## src/rtl/apb_slave_fifo_if.sv

```systemverilog
// rtl/apb_slave_fifo_if.sv - APB3 bus bundle between the bridge master and apb_slave_fifo
interface apb_slave_fifo_if #(
    parameter int ADD_W  = 8,
    parameter int DATA_W = 8
);
    logic              psel;
    logic              penable;
    logic              pwrite;
    logic [ADD_W-1:0]  paddr;
    logic [DATA_W-1:0] pwdata;
    logic [DATA_W-1:0] prdata;
    logic              pready;
    logic              pslverr;

    modport master (
        output psel, penable, pwrite, paddr, pwdata,
        input  prdata, pready, pslverr
    );

    modport slave (
        input  psel, penable, pwrite, paddr, pwdata,
        output prdata, pready, pslverr
    );
endinterface

```

## src/rtl/apb_slave_fifo.sv

```systemverilog
// rtl/apb_slave_fifo.sv - APB3 register/FIFO front end of the I2C bridge; APB_SLV_WAIT_EN adds LFSR wait states
module apb_slave_fifo #(
    parameter int               ADD_W      = 8,
    parameter int               DATA_W     = 8,
    parameter logic [ADD_W-1:0] BASE_ADDR  = ADD_W'(8'hF0),
    parameter int               FIFO_DEPTH = 8,
    parameter int               MAX_WAIT   = 3
) (
    input  logic              pclk,
    input  logic              preset,
    apb_slave_fifo_if.slave   apb,
    output logic [DATA_W-1:0] tx_data,
    output logic              tx_valid,
    input  logic              tx_ready,
    input  logic [DATA_W-1:0] rx_data,
    input  logic              rx_valid,
    output logic              rx_ready,
    output logic              irq
);
    localparam int         AW   = $clog2(FIFO_DEPTH);
    localparam int         PW   = AW + 1;
    localparam logic [2:0] WMAX = 3'(MAX_WAIT);

    typedef enum logic [1:0] {IDLE, SETUP, ACCESS} state_t;

    state_t     state_q, state_d, phase;
    logic [2:0] wcnt_q, wcnt_d;
    logic [2:0] raw_wait, waits;
    logic       pready_c;

    // ---------------- wait-state source ----------------
`ifdef APB_SLV_WAIT_EN
    logic [6:0] lfsr_q;

    always_ff @(posedge pclk or posedge preset) begin
        if (preset) begin
            lfsr_q <= 7'b1101011;
        end else if (phase == SETUP && apb.psel) begin
            lfsr_q <= {lfsr_q[5:0], lfsr_q[6] ^ lfsr_q[5]};
        end
    end

    assign raw_wait = lfsr_q[2:0];
`else
    assign raw_wait = 3'd0;
`endif

    assign waits = (raw_wait > WMAX) ? WMAX : raw_wait;

    // ---------------- transfer FSM ----------------
    // A setup cycle arriving in IDLE is handled as SETUP in that same cycle,
    // so a zero-wait transfer completes in its second cycle.
    always_comb begin
        phase = state_q;
        if (state_q == IDLE && apb.psel && !apb.penable) begin
            phase = SETUP;
        end
    end

    always_comb begin
        state_d  = state_q;
        wcnt_d   = wcnt_q;
        pready_c = 1'b0;
        case (phase)
            IDLE: begin
                state_d = IDLE;
            end
            SETUP: begin
                if (!apb.psel) begin
                    state_d = IDLE;
                end else begin
                    state_d = ACCESS;
                    wcnt_d  = waits;
                end
            end
            ACCESS: begin
                if (!apb.psel) begin
                    state_d = IDLE;
                end else if (wcnt_q != 3'd0) begin
                    wcnt_d = wcnt_q - 3'd1;
                end else begin
                    pready_c = 1'b1;
                    state_d  = (apb.psel && !apb.penable) ? SETUP : IDLE;
                end
            end
            default: begin
                state_d = IDLE;
            end
        endcase
    end

    always_ff @(posedge pclk or posedge preset) begin
        if (preset) begin
            state_q <= IDLE;
            wcnt_q  <= 3'd0;
        end else begin
            state_q <= state_d;
            wcnt_q  <= wcnt_d;
        end
    end

    // ---------------- decode and error checks ----------------
    logic              hit, complete, err_c, ok;
    logic [1:0]        off;
    logic [DATA_W-1:0] rdata_c;
    logic              ctrl_en, ctrl_irq_en, err_sticky;
    logic              tx_empty, tx_full, rx_empty, rx_full;
    logic [DATA_W-1:0] rx_head;
    logic              wr_ctrl, tx_push, tx_pop, tx_flush, rx_push, rx_pop, rx_flush;

    assign hit      = (apb.paddr[ADD_W-1:2] == BASE_ADDR[ADD_W-1:2]);
    assign off      = apb.paddr[1:0];
    assign complete = apb.psel && apb.penable && pready_c;

    always_comb begin
        err_c = 1'b0;
        if (!hit) begin
            err_c = 1'b1;
        end else begin
            case (off)
                2'd0:    err_c = 1'b0;
                2'd1:    err_c = apb.pwrite;
                2'd2:    err_c = !apb.pwrite || tx_full;
                default: err_c = apb.pwrite || rx_empty;
            endcase
        end
    end

    always_comb begin
        rdata_c = '0;
        case (off)
            2'd0:    rdata_c = DATA_W'({ctrl_irq_en, 2'b00, ctrl_en});
            2'd1:    rdata_c = DATA_W'({err_sticky, rx_full, rx_empty, tx_full, tx_empty});
            2'd3:    rdata_c = rx_head;
            default: rdata_c = '0;
        endcase
    end

    assign apb.pready  = pready_c;
    assign apb.pslverr = pready_c && err_c;
    assign apb.prdata  = (pready_c && !err_c && !apb.pwrite) ? rdata_c : '0;

    assign ok       = complete && !err_c;
    assign wr_ctrl  = ok && apb.pwrite && (off == 2'd0);
    assign tx_push  = ok && apb.pwrite && (off == 2'd2);
    assign rx_pop   = ok && !apb.pwrite && (off == 2'd3);
    assign tx_flush = wr_ctrl && apb.pwdata[1];
    assign rx_flush = wr_ctrl && apb.pwdata[2];

    always_ff @(posedge pclk or posedge preset) begin
        if (preset) begin
            ctrl_en     <= 1'b0;
            ctrl_irq_en <= 1'b0;
            err_sticky  <= 1'b0;
            irq         <= 1'b0;
        end else begin
            if (wr_ctrl) begin
                ctrl_en     <= apb.pwdata[0];
                ctrl_irq_en <= apb.pwdata[3];
                if (apb.pwdata[7]) begin
                    err_sticky <= 1'b0;
                end
            end
            if (complete && err_c) begin
                err_sticky <= 1'b1;
            end
            irq <= ctrl_irq_en && !rx_empty;
        end
    end

    // ---------------- TX FIFO (APB -> I2C) ----------------
    logic [DATA_W-1:0] tx_mem [FIFO_DEPTH];
    logic [PW-1:0]     tx_wp, tx_rp;

    assign tx_empty = (tx_wp == tx_rp);
    assign tx_full  = (tx_wp[AW] != tx_rp[AW]) && (tx_wp[AW-1:0] == tx_rp[AW-1:0]);
    assign tx_valid = !tx_empty && ctrl_en;
    assign tx_pop   = tx_valid && tx_ready;
    assign tx_data  = tx_empty ? '0 : tx_mem[tx_rp[AW-1:0]];

    always_ff @(posedge pclk or posedge preset) begin
        if (preset) begin
            tx_wp <= '0;
            tx_rp <= '0;
        end else if (tx_flush) begin
            tx_wp <= '0;
            tx_rp <= '0;
        end else begin
            if (tx_push) tx_wp <= tx_wp + PW'(1);
            if (tx_pop)  tx_rp <= tx_rp + PW'(1);
        end
    end

    always_ff @(posedge pclk) begin
        if (tx_push) begin
            tx_mem[tx_wp[AW-1:0]] <= apb.pwdata;
        end
    end

    // ---------------- RX FIFO (I2C -> APB) ----------------
    logic [DATA_W-1:0] rx_mem [FIFO_DEPTH];
    logic [PW-1:0]     rx_wp, rx_rp;

    assign rx_empty = (rx_wp == rx_rp);
    assign rx_full  = (rx_wp[AW] != rx_rp[AW]) && (rx_wp[AW-1:0] == rx_rp[AW-1:0]);
    assign rx_ready = !rx_full;
    assign rx_push  = rx_valid && !rx_full;
    assign rx_head  = rx_mem[rx_rp[AW-1:0]];

    always_ff @(posedge pclk or posedge preset) begin
        if (preset) begin
            rx_wp <= '0;
            rx_rp <= '0;
        end else if (rx_flush) begin
            rx_wp <= '0;
            rx_rp <= '0;
        end else begin
            if (rx_push) rx_wp <= rx_wp + PW'(1);
            if (rx_pop)  rx_rp <= rx_rp + PW'(1);
        end
    end

    always_ff @(posedge pclk) begin
        if (rx_push) begin
            rx_mem[rx_wp[AW-1:0]] <= rx_data;
        end
    end
endmodule

```

## src/flat_wrapper.sv

```systemverilog
// flat-port wrapper written by rule: the top's interface ports become plain ports
module apb_slave_fifo_flat 
#(
    parameter int               ADD_W      = 8,
    parameter int               DATA_W     = 8,
    parameter logic [ADD_W-1:0] BASE_ADDR  = ADD_W'(8'hF0),
    parameter int               FIFO_DEPTH = 8,
    parameter int               MAX_WAIT   = 3
)
  (pclk, preset, tx_data, tx_valid, tx_ready, rx_data, rx_valid, rx_ready, irq, apb_psel, apb_penable, apb_pwrite, apb_paddr, apb_pwdata, apb_prdata, apb_pready, apb_pslverr);
  apb_slave_fifo_if #(.ADD_W(ADD_W), .DATA_W(DATA_W)) apb_i ();
  input  logic pclk;
  input  logic preset;
  output logic [DATA_W-1:0] tx_data;
  output logic tx_valid;
  input  logic tx_ready;
  input  logic [DATA_W-1:0] rx_data;
  input  logic rx_valid;
  output logic rx_ready;
  output logic irq;
  input wire logic [$bits(apb_i.psel)-1:0] apb_psel;
  input wire logic [$bits(apb_i.penable)-1:0] apb_penable;
  input wire logic [$bits(apb_i.pwrite)-1:0] apb_pwrite;
  input wire logic [$bits(apb_i.paddr)-1:0] apb_paddr;
  input wire logic [$bits(apb_i.pwdata)-1:0] apb_pwdata;
  output wire logic [$bits(apb_i.prdata)-1:0] apb_prdata;
  output wire logic [$bits(apb_i.pready)-1:0] apb_pready;
  output wire logic [$bits(apb_i.pslverr)-1:0] apb_pslverr;
  assign apb_i.psel = apb_psel;
  assign apb_i.penable = apb_penable;
  assign apb_i.pwrite = apb_pwrite;
  assign apb_i.paddr = apb_paddr;
  assign apb_i.pwdata = apb_pwdata;
  assign apb_prdata = apb_i.prdata;
  assign apb_pready = apb_i.pready;
  assign apb_pslverr = apb_i.pslverr;
  apb_slave_fifo #(.ADD_W(ADD_W), .DATA_W(DATA_W), .BASE_ADDR(BASE_ADDR), .FIFO_DEPTH(FIFO_DEPTH), .MAX_WAIT(MAX_WAIT)) u_core (.pclk(pclk), .preset(preset), .apb(apb_i), .tx_data(tx_data), .tx_valid(tx_valid), .tx_ready(tx_ready), .rx_data(rx_data), .rx_valid(rx_valid), .rx_ready(rx_ready), .irq(irq));
endmodule
```

## config.mk

```make
export PLATFORM = sky130hd
export DESIGN_NAME = apb_slave_fifo_flat
export DESIGN_NICKNAME = d
export VERILOG_FILES = /design/src/rtl/apb_slave_fifo_if.sv /design/src/rtl/apb_slave_fifo.sv /design/src/flat_wrapper.sv
export SDC_FILE = /design/constraint.sdc
export NUM_CORES = 1
export LEC_CHECK = 0
export CORE_MARGIN = 1.5
export CORE_UTILIZATION = 35
export CTS_CLUSTER_SIZE = 10
export DETAILED_ROUTE_END_ITERATION = 10
export PLACE_DENSITY_LB_ADDON = 0.05
export SYNTH_ARGS = -nofsm -noshare
export SYNTH_HDL_FRONTEND = slang
export SYNTH_SLANG_ARGS = --single-unit
```

## constraint.sdc

```tcl
create_clock -name pclk -period 5.9 [get_ports pclk]
set_input_delay 0.885 -clock pclk [delete_from_list [all_inputs] [get_ports pclk]]
set_output_delay 0.885 -clock pclk [all_outputs]
set_load 0.05 [all_outputs]
```

Word level (Yosys, flattened, before mapping) --
Memory sizes are Yosys's and may differ from the RTL's. Cells that the tools add are included. W data, S select, Z words.
Storage, ports and cells: logic and storage cells 109, input port bits 31, flip-flop bits (word level) 25, bits in writable memories 128, memories 2
Cells by class: equal/unequal tests 16, add/sub/neg operators 5, multiplexer cells 33, reduce and logical (&&, ||, !) cells 43
Memory list:
- u_core.rx_mem | words 8, width 8, read ports 1, clocked after Yosys merged registers in 0, wr ports 1, line apb_slave_fifo.sv:201 | logic [DATA_W-1:0] rx_mem [FIFO_DEPTH];
- u_core.tx_mem | words 8, width 8, read ports 1, clocked after Yosys merged registers in 0, wr ports 1, line apb_slave_fifo.sv:172 | logic [DATA_W-1:0] tx_mem [FIFO_DEPTH];
Operators by type and width (count):
- $mux W4 | 8
- $pmux W8 S3 | 1
- $logic_and A1 B1 Y1 | 23
- $add A4 B1 Y4 const B | 4
- $mux W8 | 2
- $reduce_bool A2 Y1 | 7
- $mux W1 | 12
- $mux W3 | 3
- $eq A4 B4 Y1 | 2
- $mux W2 | 4
- $eq A2 B2 Y1 const B | 3
- $eq A3 B3 Y1 | 2
- $eq A6 B6 Y1 const B | 1
- $logic_not A1 Y1 | 6
- $pmux W3 S2 | 1
- $eq A2 B1 Y1 const B | 2
- $logic_not A2 Y1 | 2
- $ne A2 B2 Y1 const B | 2
- $pmux W2 S2 | 1
- $reduce_and A4 Y1 | 1
- $ne A3 B3 Y1 const B | 1
- $pmux W1 S3 | 1
- $reduce_bool A3 Y1 | 1
- $sub A3 B1 Y3 const B | 1
- 4 further kinds | 6

Longest topological paths before layout --
depth in word-level cells 12, gate-level depth with buffers 10, depth with buffers taken out 9

Worst setup path after synthesis --
OpenSTA, ideal clock, no wires.
kind input to output, start point in apb_psel, end point out apb_prdata[0], cell stages on the path 8, data required time 5.015 ns, arrival 2.875 ns, slack 2.140 ns, path through nor3b_1 > or2_2 > inv_1 > ha_1 > nand3_1 > nor4_1 > o21ai_0 > nor2_1
On the way: longest elaborated chain between the ends 8
Ends and longest elaborated chain:
- start: declaration | line flat_wrapper.sv:21 | input wire logic [$bits(apb_i.psel)-1:0] apb_psel;
- $logic_and A1 B1 Y1 (2 in a row) | line apb_slave_fifo.sv:55 | if (state_q == IDLE && apb.psel && !apb.penable) begin
- $mux W2 | line apb_slave_fifo.sv:55
- $eq A2 B2 Y1 | line apb_slave_fifo.sv:64 | case (phase)
- $mux W1 (*) | line apb_slave_fifo.sv:64
- $logic_and A1 B1 Y1 (*) (2 in a row) | line apb_slave_fifo.sv:141 | assign apb.prdata = (pready_c && !err_c && !apb.pwrite) ? rdata_c : '0;
- $mux W8 (*) | line apb_slave_fifo.sv:141
- end: declaration | line flat_wrapper.sv:26 | output wire logic [$bits(apb_i.prdata)-1:0] apb_prdata;
Mark *: on every way between the ends. The rest lies on a longest branch, timed or not.

Worst setup path in the final report --
start point in apb_psel, end point out apb_prdata[7]
The elaborated chain is that of the path after synthesis.

==> out/qor.yml <==
grt:
  antenna_found_initial: 0
  grt_pass1_vias: 3828
  track_usage_pct: 15.46
  grt_pass1_wl_mm: 22.22
  grt_max_degree: 26
  overflow: 0
setup_path:
  worst_r2r_endpoint: "u_core.tx_mem[3][4]"
  cp-endpoint: "apb_prdata[7]"
  cp.required_ns: 5.02
  cp.arrival_ns: 4.12
  worstSetupStartpoint: "apb_psel"
  crit_type: "in2out"
  rr_startpoint: "u_core.state_q[1]"
  path_max_fanout: 7
  reg2reg_depth: 9
  end_kind: "output pin"
  worst-r2r-setup-slack_ns: 2.60
  cp-start-kind: "primary input"
placed_design:
  place_area_mm2: 0.007435
  portBuffers: 51
  dp_hpwl_mm: 9.101
  gp_congestion: 0.7965
timing:
  period_needed_ns: 5.000
  setup_viol: 0
  final_max_slew_viol_count: 0
  grt_setup_unrepaired: "false"
  fin_skew_ns: 0.009008
  finalSetupTns_ns: 0
  fmax_ghz: 0.2000
  worst_pin_slew_ns: 1.072
  period_share_pct: 84.75
  hold_viol: 0
  slew_headroom_pct: 28.29
status:
  outcome: "completed"
die:
  die_w_um: 140.6
  start_util_pct: 35.54
  die_area_mm2: 0.01977
  rows: 50
  ios: 52
  core_mm2: 0.01864
  die_h_um: 140.6
synthesis:
  netlist_instances: 428
  synth_area_mm2: 0.006626
  yosys_most_used_dff: "edfxtp_1"
  synth_warnings: 0
  ys_ff_latch: 153
  synth_area_per_cell_um2: 15.48
  synthArstFlopShare_pct: 16.34
  synthDistinctLibCells: 47
  seq_area_frac_synth_pct: 67.45
  syn_nets: 467
  synth-edff-count: 128
routing:
  wirelength_mm: 14.06
  viasPerCell: 4.977
  wl_met3_um: 396
  ant_nets: 0
  post_drt_wl_per_cell_um: 19.13
  drt_iter0_drc: 133
  drt_first_pass_iters: 6
  num_vias: 3658
  m1WireLength_mm: 6.289
  route.detailed.drc: 0
  dr.max_layer_used: "met4"
  wl_met2_mm: 7.244
power:
  swShare_pct: 24.98
  power.density_mw_per_mm2: 320.9
  pwr-share-clk_pct: 41.4
  power.switching_mw: 0.6429
  p_int_mw: 1.931
  vdd_ir_drop_max_v: 0.0002387
  p_comb_share_pct: 8.6
  leakage_nw: 2.716
  seq_power_share_pct: 50.1
clock_tree:
  clk_latency_ns: 0.42
  cts_hold_buf: 0
  clock_sinks: 153
  cts_buffers: 17
  cts_setup_buffers: 0
  cts-root-buf: "clkbuf_16"
  cts_resized: 0
  cts_tree: "done"
  h-tree-depth: 4
  clk_pin_slew_ns: 0.07
  clock_path_buffers: 2
cells_and_area:
  syn_to_final_growth_pct: 21.02
  n_antenna_cell: 0
  fin_area_mm2: 0.008019
  layout_common_cells: "128 x edfxtp_1, 51 x clkdlybuf4s50_1, 42 x nor2_1"
  final_common_cell: "edfxtp_1"
  num-nets-final: 527
  drive_above_1_share_pct: 16.57
hold_path:
  hold_class: "reg2reg"
run:
  drv_cap: 0
critical path, cell delays in order:
cell and delay, ns:
clkdlybuf4s50_1 0.51, nor3b_1 0.19, or2_2 0.28, inv_1 0.07, ha_1 0.23, nand3_1 0.14, nor4_1 0.50, nand3_1 0.32
nor2_1 0.17, clkdlybuf4s50_1 0.81
worst min path at each step:
stage | start | to | slack, ns | depth (start not counted)
after floorplan | u_core.err_sticky | u_core.err_sticky | 0.47 | 2
after global placement | u_core.wcnt_q[1] | u_core.wcnt_q[1] | 0.51 | 2
after detailed placement | u_core.wcnt_q[2] | u_core.wcnt_q[2] | 0.50 | 2
after CTS | u_core.wcnt_q[2] | u_core.wcnt_q[2] | 0.52 | 2
after global routing | u_core.wcnt_q[1] | u_core.wcnt_q[1] | 0.55 | 2
final | u_core.wcnt_q[2] | u_core.wcnt_q[2] | 0.52 | 2
state kept, by name (all words and copies together), names as in the netlist, 2 cells and up:
name and flops:
u_core.rx_mem 64, u_core.tx_mem 64, u_core.tx_wp 4, u_core.tx_rp 4, u_core.wcnt_q 3, u_core.state_q 2, u_core.rx_wp 4, u_core.rx_rp 4
cells in the mapped netlist (all sizes together), types with 9 or more instances:
library cell | number | area share [%]
buf | 13 | 1.0
clkbuf | 10 | 0.60
dfrtp | 25 | 9.4
edfxtp | 128 | 58
inv | 15 | 0.85
mux2i | 27 | 4.1
mux4 | 26 | 8.8
nand2 | 16 | 0.91
nand3 | 13 | 0.98
nor2 | 43 | 2.5
nor3 | 10 | 0.76
o21ai | 12 | 0.91
xnor2 | 9 | 1.2
xor2 | 10 | 1.3
logic make-up (layout without fill, tap and decap cells):
logic type	after synthesis	after routing	synth area share (%)
AO/OA/AOI/OAI	35	35	3.361
XOR/XNOR	19	19	2.511
adder cells (fa/ha/maj)	8	8	1.511
buffers and inverters	38	111	2.492
flip-flops	153	153	67.45
multiplexers	56	56	13.54
AND/OR/NAND/NOR	119	119	9.139
stage by stage:
| step | hold slack [ns] | util (%) | instances | total power, mW | worst slack, ns |
|---|---|---|---|---|---|
| floorplan | 0.4712 | - | 428 | 1.439 | 2.140 |
| global placement | 0.5070 | 39.88 | 703 | 1.535 | 0.9030 |
| detailed placement | 0.5044 | 39.88 | 703 | 1.540 | 0.7986 |
| CTS | 0.5195 | 43.01 | 735 | 2.616 | 0.7962 |
| global route | 0.5504 | 43.01 | 735 | 2.688 | 0.6515 |
| finish | 0.5161 | 43.01 | 735 | 2.574 | 0.8998 |
power by group through the flow:
stage               registers, mW  logic [mW]  clock network [mW]
floorplan                    1.30       0.143                   0
global placement             1.31       0.224                   0
detailed placement           1.31       0.228                   0
CTS                          1.29       0.228                1.10
global route                 1.30       0.246                1.14
finish                       1.29       0.221                1.06
cell type report:
type                    count  area, um2
fillers                  1696      10620
flip-flops and latches    153       4469
multi-input cells         237       2008
repair buffers             64      608.1
clock buffers              17      425.4
well taps                 234      292.8
clock inverters            15      158.9
inverters                  15      56.30
layer usage:
layer  up-vias  track usage (%)
met5         -                0
met1      1852            19.09
li1       1755                -
met3         9            3.940
met4         0            4.441
met2        42            26.94
No activity file was read; power rests on OpenSTA's default activity.
==> edit 1, RTL diff (same settings) <==
`DATA_W` is set to 8 in 3 places; all go to 9.
--- a/src/rtl/apb_slave_fifo_if.sv
+++ b/src/rtl/apb_slave_fifo_if.sv
@@ -1,7 +1,7 @@
 // rtl/apb_slave_fifo_if.sv - APB3 bus bundle between the bridge master and apb_slave_fifo
 interface apb_slave_fifo_if #(
     parameter int ADD_W  = 8,
-    parameter int DATA_W = 8
+    parameter int DATA_W = 9
 );
     logic              psel;
     logic              penable;
--- a/src/rtl/apb_slave_fifo.sv
+++ b/src/rtl/apb_slave_fifo.sv
@@ -1,7 +1,7 @@
 // rtl/apb_slave_fifo.sv - APB3 register/FIFO front end of the I2C bridge; APB_SLV_WAIT_EN adds LFSR wait states
 module apb_slave_fifo #(
     parameter int               ADD_W      = 8,
-    parameter int               DATA_W     = 8,
+    parameter int               DATA_W     = 9,
     parameter logic [ADD_W-1:0] BASE_ADDR  = ADD_W'(8'hF0),
     parameter int               FIFO_DEPTH = 8,
     parameter int               MAX_WAIT   = 3
--- a/src/flat_wrapper.sv
+++ b/src/flat_wrapper.sv
@@ -2,7 +2,7 @@
 module apb_slave_fifo_flat 
 #(
     parameter int               ADD_W      = 8,
-    parameter int               DATA_W     = 8,
+    parameter int               DATA_W     = 9,
     parameter logic [ADD_W-1:0] BASE_ADDR  = ADD_W'(8'hF0),
     parameter int               FIFO_DEPTH = 8,
     parameter int               MAX_WAIT   = 3
Interface: changed (resized apb_prdata, apb_pwdata, rx_data and tx_data); port bits go from 52 to 56. The function was not compared with the original's and may differ.
==> edit 1 against the original RTL <==
  * Utilization increased by 0.086 points
  * Die area is 8.8% higher
  * First-iteration DRC count increased by 60%
  * Sequential cell count grew 16
  * Hold slack better by 0.0035 ns
  * Synthesized area is 9.0% higher
  * Wire length grew 12%
  * Count of clock-buffer cells in the layout increased by 1
  * Setup slack improved by 0.41 ns
  * Cell count increased by 6.9%
  * Design area increased by 8.8%
  * Fmax rose by 8.9%
  * Total power is 12% higher
  * Largest cell class unchanged
  * Largest power group unchanged
==> edit 1: results <==
[outcome]
status = finished clean

[detailed_routing]
first_iter_violations = 213
detail-route-antenna-nets = 0
vias = 3886
dr.pass1.iters = 4
wirelength_mm = 15.8

[cts]
cts_max_level = 4
clk_pin_slew_ns = 0.06
cts_buffer_depth = 2
root_buffer = clkbuf_16
clkLatencyLatePin_ns = 0.42
numCtsBuffers = 17
post-cts-setup-buffers = 0
cts_resized = 0

[placed_design]
io_buffers = 55
gp_congestion = 0.768
dp_hpwl_mm = 10.1
post-place-cells = 754

[logic_synthesis]
postSynthAreaPerCell_um2 = 16.6
synth-edff-count = 144
synth_cell_types = 51
yosysWarnings = 0
synthTopCellsByArea = edfxtp_1 60%, mux4_2 8.7%, dfrtp_1 8.7%
synth_seq_area_share = 0.685
synth_top_flop_cell = edfxtp_1
yosys-top-cells-count = 144 x edfxtp_1, 34 x nor2_1, 28 x mux4_2
syn-num-nets = 473
async_reset_ff_frac = 0.148

[cells_and_area]
finalNonFillerCells = 786
nets = 542
antennaDiodeCount = 0
drive_gt1_frac = 0.196

[sta]
slew_headroom = 0.284
clock_skew_ns = 0.00997

[global_routing]
grt_pass1_wl_mm = 25.1
grt_pass1_vias = 4149
antenna_found_initial = 0
grt_start_max_net_pins = 38
grt.total_usage = 0.159

[worst_setup_path]
arrival_ns = 3.70
worstPathMaxFanout = 9

[power]
p_leak_uw = 0.00287
ir_drop_v = 0.000203

[worst_hold_path]
hp-class = register to register
## edit 1: critical path, stage by stage
cell and delay [ns]:
clkdlybuf4s50_1 0.59, a2111o_4 0.59, a21oi_2 0.16, nand4_1 0.35, nor2_1 0.28, clkdlybuf4s50_1 0.83
## edit 1: layout make-up
type | instances | area (um^2)
Timing Repair Buffer | 73 | 686
Clock inverter | 14 | 159
Clock buffer | 18 | 429
Multi-Input combinational cell | 229 | 2110
Sequential cell | 169 | 4950
Inverter | 13 | 48.8
Tap cell | 270 | 338
Fill cell | 1841 | 11500
## edit 1: logic make-up (layout without fill, tap and decap cells)
group / after synthesis / count (layout) / share of synthesized area
compound gates: 38 / 38 / 0.0421
xor+xnor: 19 / 19 / 0.0230
fa+ha+maj: 6 / 6 / 0.0104
buf+inv: 36 / 118 / 0.0246
flops: 169 / 169 / 0.685
mux: 53 / 53 / 0.124
simple gates: 113 / 113 / 0.0913
## edit 1: routing by layer
| metal | routed length [um] | part of all wire | track usage |
|---|---|---|---|
| met5 | 0 | 0 | 0 |
| met1 | 7040 | 0.45 | 0.204 |
| met3 | 368 | 0.023 | 0.0353 |
| met4 | 117 | 0.0074 | 0.0399 |
| met2 | 8270 | 0.52 | 0.275 |
## edit 1: final timing paths
path | slack (ns) | startpoint | cells past startpoint | end
max reg2reg | 2.59 | u_core.wcnt_q[0] | 10 | u_core.tx_mem[6][2]
min in group asynchronous | 1.04 | preset | 2 | u_core.tx_rp[0]
min reg2reg | 0.52 | u_core.wcnt_q[2] | 2 | u_core.wcnt_q[2]
max in group asynchronous | 4.21 | preset | 2 | u_core.rx_rp[2]
max | 1.31 | apb_paddr[0] | 6 | apb_prdata[6]
min | 0.52 | u_core.wcnt_q[2] | 2 | u_core.wcnt_q[2]
## edit 1: through the flow
step | hold slack, ns | area (um^2) | setup WS [ns] | total power, uW | util
floorplan | 0.458 | 7230 | 1.97 | 1660 | -
global placement | 0.480 | 8130 | 1.25 | 1780 | 0.402
detailed placement | 0.506 | 8130 | 1.25 | 1800 | 0.402
CTS | 0.526 | 8720 | 1.24 | 2920 | 0.431
global route | 0.550 | 8720 | 1.20 | 3010 | 0.431
finish | 0.520 | 8720 | 1.31 | 2870 | 0.431
## edit 1: power by group
group          switching (uW)  internal, uW
clock                     476           634
sequential               56.1          1400
combinational             184           126
==> edit 2, RTL diff (same flow settings) <==
Without the edit above. Register the output `apb.pslverr`, without a reset; this adds one clock of latency there.
--- a/src/rtl/apb_slave_fifo.sv
+++ b/src/rtl/apb_slave_fifo.sv
@@ -137,7 +137,9 @@
     end
 
     assign apb.pready  = pready_c;
-    assign apb.pslverr = pready_c && err_c;
+    always_ff @(posedge pclk) begin
+        apb.pslverr <= pready_c && err_c;
+    end
     assign apb.prdata  = (pready_c && !err_c && !apb.pwrite) ? rdata_c : '0;
 
     assign ok       = complete && !err_c;
Formal check against the unedited RTL: not equivalent (Yosys sat finds a counterexample within 4 cycles, from zero or initial values and one cycle with preset high).
==> edit 2 against the original RTL <==
  * Sequential cell count grew 1
  * Design area grew 2.2%
  * Total power shrank 1.6%
  * Synthesized area grew 3.4%
  * Setup slack lost 0.20 ns
  * Cell count grew 6.0%
  * Synthesized cell count grew 3.7%
  * Wire length grew 8.2%
  * Clock skew grew 0.0042 ns
  * Critical path depth is the same
  * Critical path type unchanged
  * Largest cell class unchanged
  * Highest routed layer unchanged
==> edit 2: results <==
[outcome]
status = finished clean

[logic_synthesis]
synth_seq_area_share = 0.655
synth_cell_types = 58
synth_top_flop_cell = edfxtp_1
synth-edff-count = 128
synthTopCellsByArea = edfxtp_1 56%, dfrtp_1 9.1%, mux4_2 8.5%
async_reset_ff_frac = 0.162
yosysWarnings = 0
syn-num-nets = 483
yosys-top-cells-count = 128 x edfxtp_1, 30 x nor2_1, 26 x mux2i_1, 26 x mux4_2, 25 x dfrtp_1

[cts]
clkLatencyLatePin_ns = 0.42
root_buffer = clkbuf_16
cts_max_level = 4
numCtsBuffers = 17
post-cts-setup-buffers = 0
cts_buffer_depth = 2
cts_resized = 0
clk_pin_slew_ns = 0.06

[worst_setup_path]
crit_family = simple AND/OR/NAND/NOR gates
cp_slowest_stage_delay_ns = 0.83
worstPathMaxFanout = 7
cpMaxStageDelayCell = clkdlybuf4s50_1
arrival_ns = 4.31

[detailed_routing]
wl_met2_mm = 8.07
dr.pass1.iters = 4
dr_wl_met3_um = 277
via_per_inst = 5.02
first_iter_violations = 201
met1Wirelength_mm = 6.67
top_layer = met4
wl_per_cell_um = 19.5

[global_routing]
grt.total_usage = 0.160
grt_pass1_vias = 4040
antenna_found_initial = 0
grt_start_max_net_pins = 26
grtUsageMet1 = 0.194
grt_pass1_wl_mm = 23.6
use_met3 = 0.0322
met2_usage = 0.284

[power]
ir_drop_v = 0.000199
intPower_uw = 1890
p_seq_frac = 0.516
p_leak_uw = 0.00267
powerClk_uw = 1000

[job]
drv_cap = 0

[sta]
clock_skew_ns = 0.0132
worstMarginPinSlew_ns = 1.17

[cells_and_area]
antennaDiodeCount = 0
drive_gt1_frac = 0.175
nets = 540

[placed_design]
dp_hpwl_mm = 9.95
gp_congestion = 0.778

[worst_hold_path]
hp-class = register to register
==> edit 2: kinds of logic (layout without fill, tap and decap cells) <==
logic type      Yosys count  after routing  synth area share
xor+xnor                  9              9            0.0164
compound gates           60             60            0.0579
mux                      56             56             0.130
flops                   154            154             0.655
simple gates            115            115            0.0944
fa+ha+maj                 8              8            0.0146
buf+inv                  42            112            0.0318
==> edit 2: final timing paths <==
path / startpoint / to / slack [ns] / cells past startpoint
min: u_core.wcnt_q[1] / u_core.wcnt_q[1] / 0.51 / 2
max: apb_psel / apb_prdata[5] / 0.70 / 10
max reg2reg: u_core.state_q[1] / u_core.tx_mem[2][3] / 2.46 / 9
min reg2reg: u_core.wcnt_q[1] / u_core.wcnt_q[1] / 0.51 / 2
max in group asynchronous: preset / u_core.tx_rp[0] / 4.19 / 2
min in group asynchronous: preset / u_core.irq / 1.04 / 2
==> edit 2: layout make-up <==
type / count / area, um^2
fill: 1785 / 11100
sequential: 154 / 4490
multi-input combinational: 248 / 2170
timing repair buffer: 62 / 593
clock buffer: 18 / 429
tap: 265 / 332
clock inverter: 14 / 111
inverter: 18 / 67.6
==> edit 2: worst reg2reg max path, stage by stage (launching register included) <==
cell and delay, ns:
dfrtp_1 0.39, nor3b_1 0.06, or2_2 0.29, inv_1 0.07
ha_1 0.23, nand4_1 0.18, or4_4 0.57, or3_1 0.45
nor3_1 0.62, buf_4 0.28
==> edit 2: through the flow <==
stage               total power, uW  std cells  setup WS, ns  area (um^2)
global route                   2640        779         0.470         8190
floorplan                      1460        444          1.66         6850
detailed placement             1560        747         0.638         7650
CTS                            2570        779         0.627         8190
global placement               1550        747         0.676         7650
finish                         2530        779         0.704         8190
